### src/rtl/ac_con_pkg.sv
// Shared definitions for the AC controller zero-crossing front end:
// counter width, FSM state encoding and the default line-loss timeout.
package ac_con_pkg;

    localparam int ZC_CNT_W   = 21;
    localparam int ZC_TIMEOUT = 200000;

    typedef enum logic [1:0] {
        S_IDLE  = 2'd0,
        S_POS   = 2'd1,
        S_NEG   = 2'd2,
        S_FAULT = 2'd3
    } zc_state_t;

    // Half-cycle state that corresponds to an accepted line level.
    function automatic zc_state_t level_state(input logic lvl);
        return lvl ? S_POS : S_NEG;
    endfunction

endpackage

### src/rtl/zc_sync_deb.sv
// Synchroniser and debouncer for the raw mains comparator input. Produces the
// accepted line level and a one-cycle strobe whenever a new level is accepted.
module zc_sync_deb #(
    parameter int SYNC_STAGES = 2,
    parameter int DEB_CYCLES  = 1
) (
    input  logic clk,
    input  logic rst,
    input  logic din,
    output logic level,
    output logic change
);

    localparam logic [4:0] DEB_W = 5'(DEB_CYCLES);

    logic [SYNC_STAGES-1:0] sync_reg;
    logic [SYNC_STAGES-1:0] fill_reg;
    logic                   s;
    logic                   s_valid;

    logic [3:0] deb_cnt_reg, deb_cnt_next;
    logic       level_reg, level_next;
    logic       known_reg, known_next;
    logic       change_reg, change_next;
    logic [4:0] run;

    // fill_reg marks when the chain holds real samples rather than reset values,
    // so a level sitting on DAC across reset is not mistaken for a crossing.
    always_ff @(posedge clk or posedge rst) begin
        if (rst) begin
            sync_reg <= '0;
            fill_reg <= '0;
        end else begin
            sync_reg <= {sync_reg[SYNC_STAGES-2:0], din};
            fill_reg <= {fill_reg[SYNC_STAGES-2:0], 1'b1};
        end
    end

    assign s       = sync_reg[SYNC_STAGES-1];
    assign s_valid = fill_reg[SYNC_STAGES-1];

    always_comb begin
        deb_cnt_next = deb_cnt_reg;
        level_next   = level_reg;
        known_next   = known_reg;
        change_next  = 1'b0;
        run          = {1'b0, deb_cnt_reg} + 5'd1;
        if (s_valid) begin
            if (!known_reg) begin
                // Level unknown: track the run length of identical samples.
                if (deb_cnt_reg == 4'd0 || s != level_reg) begin
                    run = 5'd1;
                end
                level_next = s;
                if (run >= DEB_W) begin
                    known_next   = 1'b1;
                    deb_cnt_next = '0;
                    change_next  = 1'b1;
                end else begin
                    deb_cnt_next = run[3:0];
                end
            end else if (s != level_reg) begin
                if (run >= DEB_W) begin
                    level_next   = s;
                    deb_cnt_next = '0;
                    change_next  = 1'b1;
                end else begin
                    deb_cnt_next = run[3:0];
                end
            end else begin
                deb_cnt_next = '0;
            end
        end
    end

    always_ff @(posedge clk or posedge rst) begin
        if (rst) begin
            deb_cnt_reg <= '0;
            level_reg   <= 1'b0;
            known_reg   <= 1'b0;
            change_reg  <= 1'b0;
        end else begin
            deb_cnt_reg <= deb_cnt_next;
            level_reg   <= level_next;
            known_reg   <= known_next;
            change_reg  <= change_next;
        end
    end

    assign level  = level_reg;
    assign change = change_reg;

endmodule

### src/rtl/zc_conditioner.sv
// Mains zero-crossing conditioner: debounced crossing strobe with polarity,
// half-period measurement and line-loss detection.
module zc_conditioner
    import ac_con_pkg::*;
#(
    parameter int SYNC_STAGES = 2,
    parameter int DEB_CYCLES  = 1,
    parameter int CNT_W       = ZC_CNT_W,
    parameter int MIN_HALF    = 2,
    parameter int TIMEOUT     = ZC_TIMEOUT
) (
    input  logic             SYS_CLK,
    input  logic             A_RESET,
    input  logic             DAC,
    output logic             ZC,
    output logic             POL,
    output logic [CNT_W-1:0] HALF_PERIOD,
    output logic             PERIOD_VALID,
    output logic             LINE_FAULT
);

    localparam logic [CNT_W-1:0] TIMEOUT_C = CNT_W'(TIMEOUT);
    localparam logic [CNT_W-1:0] MIN_C     = CNT_W'(MIN_HALF);
    localparam logic [CNT_W-1:0] ONE_C     = CNT_W'(1);

    logic acc_level;
    logic acc_change;

    zc_state_t        state_reg, state_next;
    logic [CNT_W-1:0] half_cnt_reg, half_cnt_next;
    logic             primed_reg, primed_next;
    logic             zc_reg, zc_next;
    logic             pol_reg, pol_next;
    logic [CNT_W-1:0] half_period_reg, half_period_next;
    logic             period_valid_reg, period_valid_next;
    logic             line_fault_reg, line_fault_next;

    zc_sync_deb #(
        .SYNC_STAGES(SYNC_STAGES),
        .DEB_CYCLES (DEB_CYCLES)
    ) u_sync_deb (
        .clk   (SYS_CLK),
        .rst   (A_RESET),
        .din   (DAC),
        .level (acc_level),
        .change(acc_change)
    );

    always_ff @(posedge SYS_CLK or posedge A_RESET) begin
        if (A_RESET) begin
            state_reg        <= S_IDLE;
            half_cnt_reg     <= '0;
            primed_reg       <= 1'b0;
            zc_reg           <= 1'b0;
            pol_reg          <= 1'b0;
            half_period_reg  <= '0;
            period_valid_reg <= 1'b0;
            line_fault_reg   <= 1'b0;
        end else begin
            state_reg        <= state_next;
            half_cnt_reg     <= half_cnt_next;
            primed_reg       <= primed_next;
            zc_reg           <= zc_next;
            pol_reg          <= pol_next;
            half_period_reg  <= half_period_next;
            period_valid_reg <= period_valid_next;
            line_fault_reg   <= line_fault_next;
        end
    end

    always_comb begin
        state_next        = state_reg;
        half_cnt_next     = half_cnt_reg;
        primed_next       = primed_reg;
        zc_next           = 1'b0;
        pol_next          = pol_reg;
        half_period_next  = half_period_reg;
        period_valid_next = period_valid_reg;
        line_fault_next   = line_fault_reg;

        // half_cnt holds the distance to the last crossing, saturating at TIMEOUT.
        if (state_reg != S_IDLE && half_cnt_reg != TIMEOUT_C) begin
            half_cnt_next = half_cnt_reg + ONE_C;
        end

        case (state_reg)
            S_IDLE: begin
                if (acc_change) begin
                    state_next    = level_state(acc_level);
                    pol_next      = acc_level;
                    half_cnt_next = ONE_C;
                end
            end
            S_POS, S_NEG: begin
                if (acc_change) begin
                    state_next    = level_state(acc_level);
                    zc_next       = 1'b1;
                    pol_next      = acc_level;
                    half_cnt_next = ONE_C;
                    if (!primed_reg) begin
                        primed_next = 1'b1;
                    end else if (half_cnt_reg >= MIN_C) begin
                        half_period_next  = half_cnt_reg;
                        period_valid_next = 1'b1;
                    end else begin
                        period_valid_next = 1'b0;
                    end
                end else if (half_cnt_reg == TIMEOUT_C) begin
                    state_next        = S_FAULT;
                    line_fault_next   = 1'b1;
                    period_valid_next = 1'b0;
                    primed_next       = 1'b0;
                end
            end
            S_FAULT: begin
                // Recovery crossing is not measured but arms the next one.
                if (acc_change) begin
                    state_next      = level_state(acc_level);
                    zc_next         = 1'b1;
                    pol_next        = acc_level;
                    half_cnt_next   = ONE_C;
                    line_fault_next = 1'b0;
                    primed_next     = 1'b1;
                end
            end
            default: begin
                state_next = S_IDLE;
            end
        endcase
    end

    assign ZC           = zc_reg;
    assign POL          = pol_reg;
    assign HALF_PERIOD  = half_period_reg;
    assign PERIOD_VALID = period_valid_reg;
    assign LINE_FAULT   = line_fault_reg;

endmodule

### config.mk
export PLATFORM = sky130hd
export DESIGN_NAME = zc_conditioner
export DESIGN_NICKNAME = d
export VERILOG_FILES = /design/src/rtl/ac_con_pkg.sv /design/src/rtl/zc_sync_deb.sv /design/src/rtl/zc_conditioner.sv
export SDC_FILE = /design/constraint.sdc
export NUM_CORES = 1
export LEC_CHECK = 0
export ABC_CLOCK_PERIOD_IN_PS = 2700
export BUFFER_PORTS_ARGS = -buffer_cell sky130_fd_sc_hd__buf_2
export CORE_MARGIN = 5
export CORE_UTILIZATION = 35
export DETAILED_ROUTE_END_ITERATION = 8
export GPL_ROUTABILITY_DRIVEN = 0
export PLACE_DENSITY = 0.63
export SYNTH_ARGS = -nofsm -noshare
export SYNTH_HDL_FRONTEND = slang
export SYNTH_HIERARCHICAL = 1
export SYNTH_SLANG_ARGS = --single-unit
### constraint.sdc
create_clock -name SYS_CLK -period 2.7 [get_ports SYS_CLK]
set_clock_uncertainty 0.15 [all_clocks]
set_input_delay 0.675 -clock SYS_CLK [delete_from_list [all_inputs] [get_ports SYS_CLK]]
set_output_delay 0.675 -clock SYS_CLK [all_outputs]
set_load 0.01 [all_outputs]
==> flow_summary.yaml, run 1 <==
status:
  outcome: "completed"
synth:
  synth_top_area_share_pct: 52.5
  yosysSeqAreaShare_pct: 52.5
  synth.distinct_cells: 44
  syn_nets: 269
  ys_ff_latch: 60
  ys_dominant_reg_cell: "dfrtp_1"
  synth_edf_count: 0
  synth-async-reset-ratio_pct: 100
  synth_cells: 256
  synth_area_um2: 2860
  synth.area.top_cells: "dfrtp_1, mux2_4, ha_1, nor2_1, nand2_1"
  synth_top_cell_by_area: "dfrtp_1"
  syn_area_per_cell_um2: 11.2
  synth_warnings: 6
worst_setup_path:
  end_kind: "flop"
  worstSetupPathType: "flop to flop"
  critPathMaxFanout: 25
  path_cells: "nor4_1 -> and4_4 -> a31o_1 -> buf_4 -> mux2_2"
  reg2reg_depth: 5
  critPathLaunchType: "flop"
  required_ns: 2.77
  critical-path-slowest-cell: "dfrtp_1"
  critPathArrivalTime_ns: 2.32
  slowest_delay_ns: 0.48
place:
  dp_hpwl_um: 4130
  io_buffers: 27
clock_tree:
  worstSkewPairLatency_ns: 0.34
  clk_pin_slew_ns: 0.07
  tritoncts: "done"
  postCtsSetupRepairBufs: 0
  cts_resized: 0
  cts_max_level: 3
  hold_buffers: 0
  cts_inserted_buffers: 9
  cts.sinks: 60
  clock_path_buffers: 2
  root_buffer: "clkbuf_8"
grt:
  grt_pass1_vias: 2050
  grt_pass1_wl_um: 9690
  antenna_found_initial: 0
  groute.usage.overall_pct: 12.4
  grt_max_degree: 32
  overflow: 0
flow_run:
  max_cap_viol_count: 0
routing:
  vias: 1958
  viasPerCell: 4.93
  antenna_left: 0
  wl_um: 5620
  firstDrtPassIters: 4
  wl_per_cell_um: 14.2
  first_iter_violations: 79
  route.detailed.drc: 0
final_layout:
  area_growth_pct: 14.7
  final_layout_size_suffix_gt1_share_pct: 26.0
  nets: 300
  antenna_cells: 0
  register_area_um2: 1500
  multi_input_area_um2: 1240
  fillerInstances: 824
die:
  core_area_um2: 8090
  core.rowCount: 33
  start_util_pct: 35.3
  die-width_um: 100
  die_h_um: 100
  ioPinCount: 28
  dieArea_um2: 10100
sta:
  max_slew.worst_pin.slew_ns: 0.498
  setup_tns_ns: 0
  post-route-min-period_ns: 2.25
  setup_viol: 0
  hold_ws_ns: 0.193
  fin_crit_sh_pct: 83.4
  slew_headroom_pct: 66.7
  fmax_mhz: 444
  final_hold_viol_count: 0
  drv_slew: 0
  rsz0062_at_grt: "no"
power_and_ir_drop:
  power.internal_mw: 1.63
  clkPwrFrac_pct: 33.6
  p_leak_nw: 1.62
  seqPwrFrac_pct: 45.8
  swShare_pct: 30.8
  p_total_mw: 2.36
  powerDensity_nw_per_um2: 718
  p_sw_mw: 0.725
  p_comb_share_pct: 20.5
  vdd_drop_max_uv: 413
hold_path:
  holdCritPathClass: "primary input to async pin"
## power by group through the flow
stage               registers, mW  clock network (mW)  logic (mW)
floorplan                    1.10                   0       0.358
global placement             1.09                   0       0.483
detailed placement           1.10                   0       0.489
CTS                          1.08               0.818       0.492
global route                 1.09               0.866       0.546
finish                       1.08               0.792       0.484
## worst paths after layout
path / endpoint / startpoint / slack (ns)
hold / removal: u_sync_deb/fill_reg[1]$_DFF_PP0_ / A_RESET / 0.19
hold reg to reg: u_sync_deb/fill_reg[1]$_DFF_PP0_ / u_sync_deb/fill_reg[0]$_DFF_PP0_ / 0.20
min in group SYS_CLK: u_sync_deb/fill_reg[1]$_DFF_PP0_ / u_sync_deb/fill_reg[0]$_DFF_PP0_ / 0.20
setup / recovery: HALF_PERIOD[18]$_DFFE_PP0P_ / half_cnt_reg[9]$_DFFE_PP0P_ / 0.45
setup reg to reg: HALF_PERIOD[18]$_DFFE_PP0P_ / half_cnt_reg[9]$_DFFE_PP0P_ / 0.45
max in group asynchronous: half_cnt_reg[3]$_DFFE_PP0P_ / A_RESET / 1.60
## through the flow
| step | cells | setup WS (ns) | util, % | cell area (µm²) |
|---|---|---|---|---|
| 4_1_cts | 397 | 0.440 | 40.5 | 3280 |
| 5_1_grt | 397 | 0.330 | 40.5 | 3280 |
| 6_report | 397 | 0.448 | 40.5 | 3280 |
| 3_5_place_dp | 381 | 0.476 | 38.1 | 3080 |
| 2_1_floorplan | 256 | 0.702 | - | 2860 |
| 3_3_place_gp | 381 | 0.487 | 38.1 | 3080 |
## cell usage in the layout, fill, tap and decap left out, types with 7 or more instances in the layout
cell type  instances
nor2_1            28
clkbuf_8           9
xnor2_1            7
inv_1              9
nand4_1            7
mux2_4            10
xor2_1             8
ha_1              10
nand2_1           20
o21ai_0            7
dfrtp_1           60
nand3_1           12
buf_2             27
## layer usage
layer	track usage [%]	wire length, µm	up-vias
li1	-	-	952
met1	14.9	2470	953
met2	19.7	2760	42
met3	4.73	281	11
met4	5.60	109	0
met5	0	0	-
## worst max-delay path: cells and delay by family, from the launching register on
family / cells / cell delay (ns)
AOI/OAI and AO/OA: 1 / 0.14
buffers and inverters: 1 / 0.33
muxes: 1 / 0.38
and+or+nand+nor: 2 / 0.64
DFF: 1 / 0.48
## layout make-up
cell class | instances | area share [%]
Clock buffer | 9 | 3.78
Inverter | 11 | 1.26
Sequential cell | 60 | 45.8
Clock inverter | 7 | 2.33
Multi-Input combinational cell | 174 | 37.8
Timing Repair Buffer | 31 | 5.03
Tap cell | 105 | 4.00
## synthesized netlist by cell type (3+ instances only)
master,n
nor2b_1,4
inv_1,10
a21oi_1,6
a31o_2,3
clkbuf_1,5
mux2_2,6
nand2_1,20
nor3_1,6
dfrtp_1,60
mux2_1,4
nor4_1,6
xnor2_1,7
o21ai_0,7
mux2_4,10
ha_1,10
nor2_1,28
xor2_1,8
nand3_1,12
nand4_1,7
nand2b_1,4
## cells by family after synthesis
group | after synthesis | synth area share, %
muxes | 20 | 9.19
adders and majority gates | 10 | 4.38
xor gates and xnor gates | 15 | 4.60
AOI/OAI and AO/OA | 32 | 7.92
DFF | 60 | 52.5
buffers and inverters | 22 | 4.07
and+or+nand+nor | 96 | 17.2
other | 1 | 0.131
(Power assumes the default switching activity.)
==> inputs of run 2 (changes only) <==
ABC_CLOCK_PERIOD_IN_PS = 2200   (was 2700)
clock period = 2.2 ns   (was 2.7 ns; I/O delays follow)
==> flow_summary.yaml, run 2 (synthesis results as in run 1) <==
status:
  outcome: "completed"
final_layout:
  final_layout_size_suffix_gt1_share_pct: 27.7
  area_growth_pct: 17.4
  antenna_cells: 0
  nets: 308
  mostFrequentLayoutCells: "dfrtp_1, nor2_1, buf_2"
  final_common_cell: "dfrtp_1"
worst_setup_path:
  critPathMaxFanout: 25
  slowest_delay_ns: 0.46
  critPathLaunchType: "flop"
  critical-path-slowest-cell: "dfrtp_1"
  cpLargestDelayFamily: "simple AND/OR/NAND/NOR gates"
  path_buf_inv: 1
  required_ns: 2.26
  critPathArrivalTime_ns: 2.11
  end_kind: "flop"
  path_cells: "nor4_2 -> and4_4 -> a31o_1 -> buf_12 -> mux2_2"
  worstSetupPathType: "flop to flop"
clock_tree:
  cts.sinks: 60
  cts_max_level: 3
  tritoncts: "done"
  worstSkewPairLatency_ns: 0.33
  clk_pin_slew_ns: 0.06
  cts_inserted_buffers: 9
  root_buffer: "clkbuf_8"
  clock_path_buffers: 2
  postCtsSetupRepairBufs: 0
sta:
  setup_viol: 0
  drv_slew: 0
  rsz0062_at_grt: "no"
  setup_tns_ns: 0
  fin_crit_sh_pct: 93.3
  final_hold_viol_count: 0
  post-route-min-period_ns: 2.05
  fmax_mhz: 487
  hold_ws_ns: 0.0643
power_and_ir_drop:
  seqPwrFrac_pct: 45.4
  clkPwrFrac_pct: 31.9
  swShare_pct: 30.3
  p_leak_nw: 1.67
  powerDensity_nw_per_um2: 867
  vdd_drop_max_uv: 466
  p_comb_share_pct: 22.6
  p_sw_mw: 0.882
  power.internal_mw: 2.03
die:
  dieArea_um2: 10100
  die-width_um: 100
  core.rowCount: 33
  start_util_pct: 35.3
  die_h_um: 100
  ioPinCount: 28
  core_area_um2: 8090
grt:
  grt_max_degree: 50
  grt_pass1_wl_um: 10000
  groute.usage.overall_pct: 12.6
  antenna_found_initial: 0
  overflow: 0
  grt_pass1_vias: 2044
routing:
  antenna_left: 0
  first_iter_violations: 97
  viasPerCell: 4.93
  firstDrtPassIters: 4
  vias: 1996
  wl_um: 5810
  wl_per_cell_um: 14.4
  route.detailed.drc: 0
place:
  io_buffers: 27
  dp_hpwl_um: 4130
flow_run:
  max_cap_viol_count: 0
hold_path:
  holdCritPathClass: "primary input to async pin"
==> run 2: timing repair <==
action / 4_1_cts / 5_1_grt
hold buffers: 0 / 0
endpoints found under the setup margin: 0 / 1
resized for setup: 0 / 1
hold endpoints to repair: 0 / 0
==> run 2: area by class of cell <==
type | count | area (µm²)
Inverter | 11 | 41.3
Multi-Input combinational cell | 174 | 1250
Sequential cell | 60 | 1500
Clock inverter | 5 | 52.6
Clock buffer | 11 | 131
Timing Repair Buffer | 39 | 250
Fill cell | 819 | 4740
Tap cell | 105 | 131
==> run 2: through the flow <==
stage          power [mW]  worst slack [ns]  std cells  utilization (%)  cell area [µm²]
2_1_floorplan        1.79             0.262        256                -             2860
3_3_place_gp         1.98             0.157        389             39.1             3170
3_5_place_dp         2.00             0.120        389             39.1             3170
4_1_cts              2.94             0.111        405             41.4             3350
5_1_grt              3.08            0.0139        405             41.5             3360
6_report             2.91             0.147        405             41.5             3360
==> run 2: layer usage <==
metal / routed length, µm / up-vias / share of wire (%) / global-route usage (%)
met5: 0 / - / 0 / 0
met4: 78 / 0 / 1.3 / 5.49
met3: 259 / 6 / 4.5 / 3.20
met2: 2850 / 39 / 49 / 20.5
met1: 2630 / 990 / 45 / 16.0
li1: - / 961 / - / -
==> run 2: worst paths after layout <==
path / slack [ns] / cells after the start / to / from
max in group asynchronous: 1.55 / 2 / u_sync_deb/known_reg$_DFFE_PP0P_ / A_RESET
min in group SYS_CLK: 0.17 / 1 / u_sync_deb/sync_reg[0]$_DFF_PP0_ / DAC
hold / removal: 0.06 / 2 / u_sync_deb/fill_reg[0]$_DFF_PP0_ / A_RESET
setup reg to reg: 0.15 / 5 / HALF_PERIOD[18]$_DFFE_PP0P_ / half_cnt_reg[18]$_DFFE_PP0P_
setup / recovery: 0.15 / 5 / HALF_PERIOD[18]$_DFFE_PP0P_ / half_cnt_reg[18]$_DFFE_PP0P_
hold reg to reg: 0.20 / 0 / u_sync_deb/sync_reg[1]$_DFF_PP0_ / u_sync_deb/sync_reg[0]$_DFF_PP0_
==> run 2: power groups by stage <==
stage                     Sequential, mW  Combinational [mW]  Clock (mW)
final                               1.32               0.658       0.929
after detailed placement            1.34               0.660           0
after global routing                1.34               0.733        1.00
after CTS                           1.32               0.663       0.960
after floorplan                     1.35               0.440           0
after global placement              1.34               0.646           0
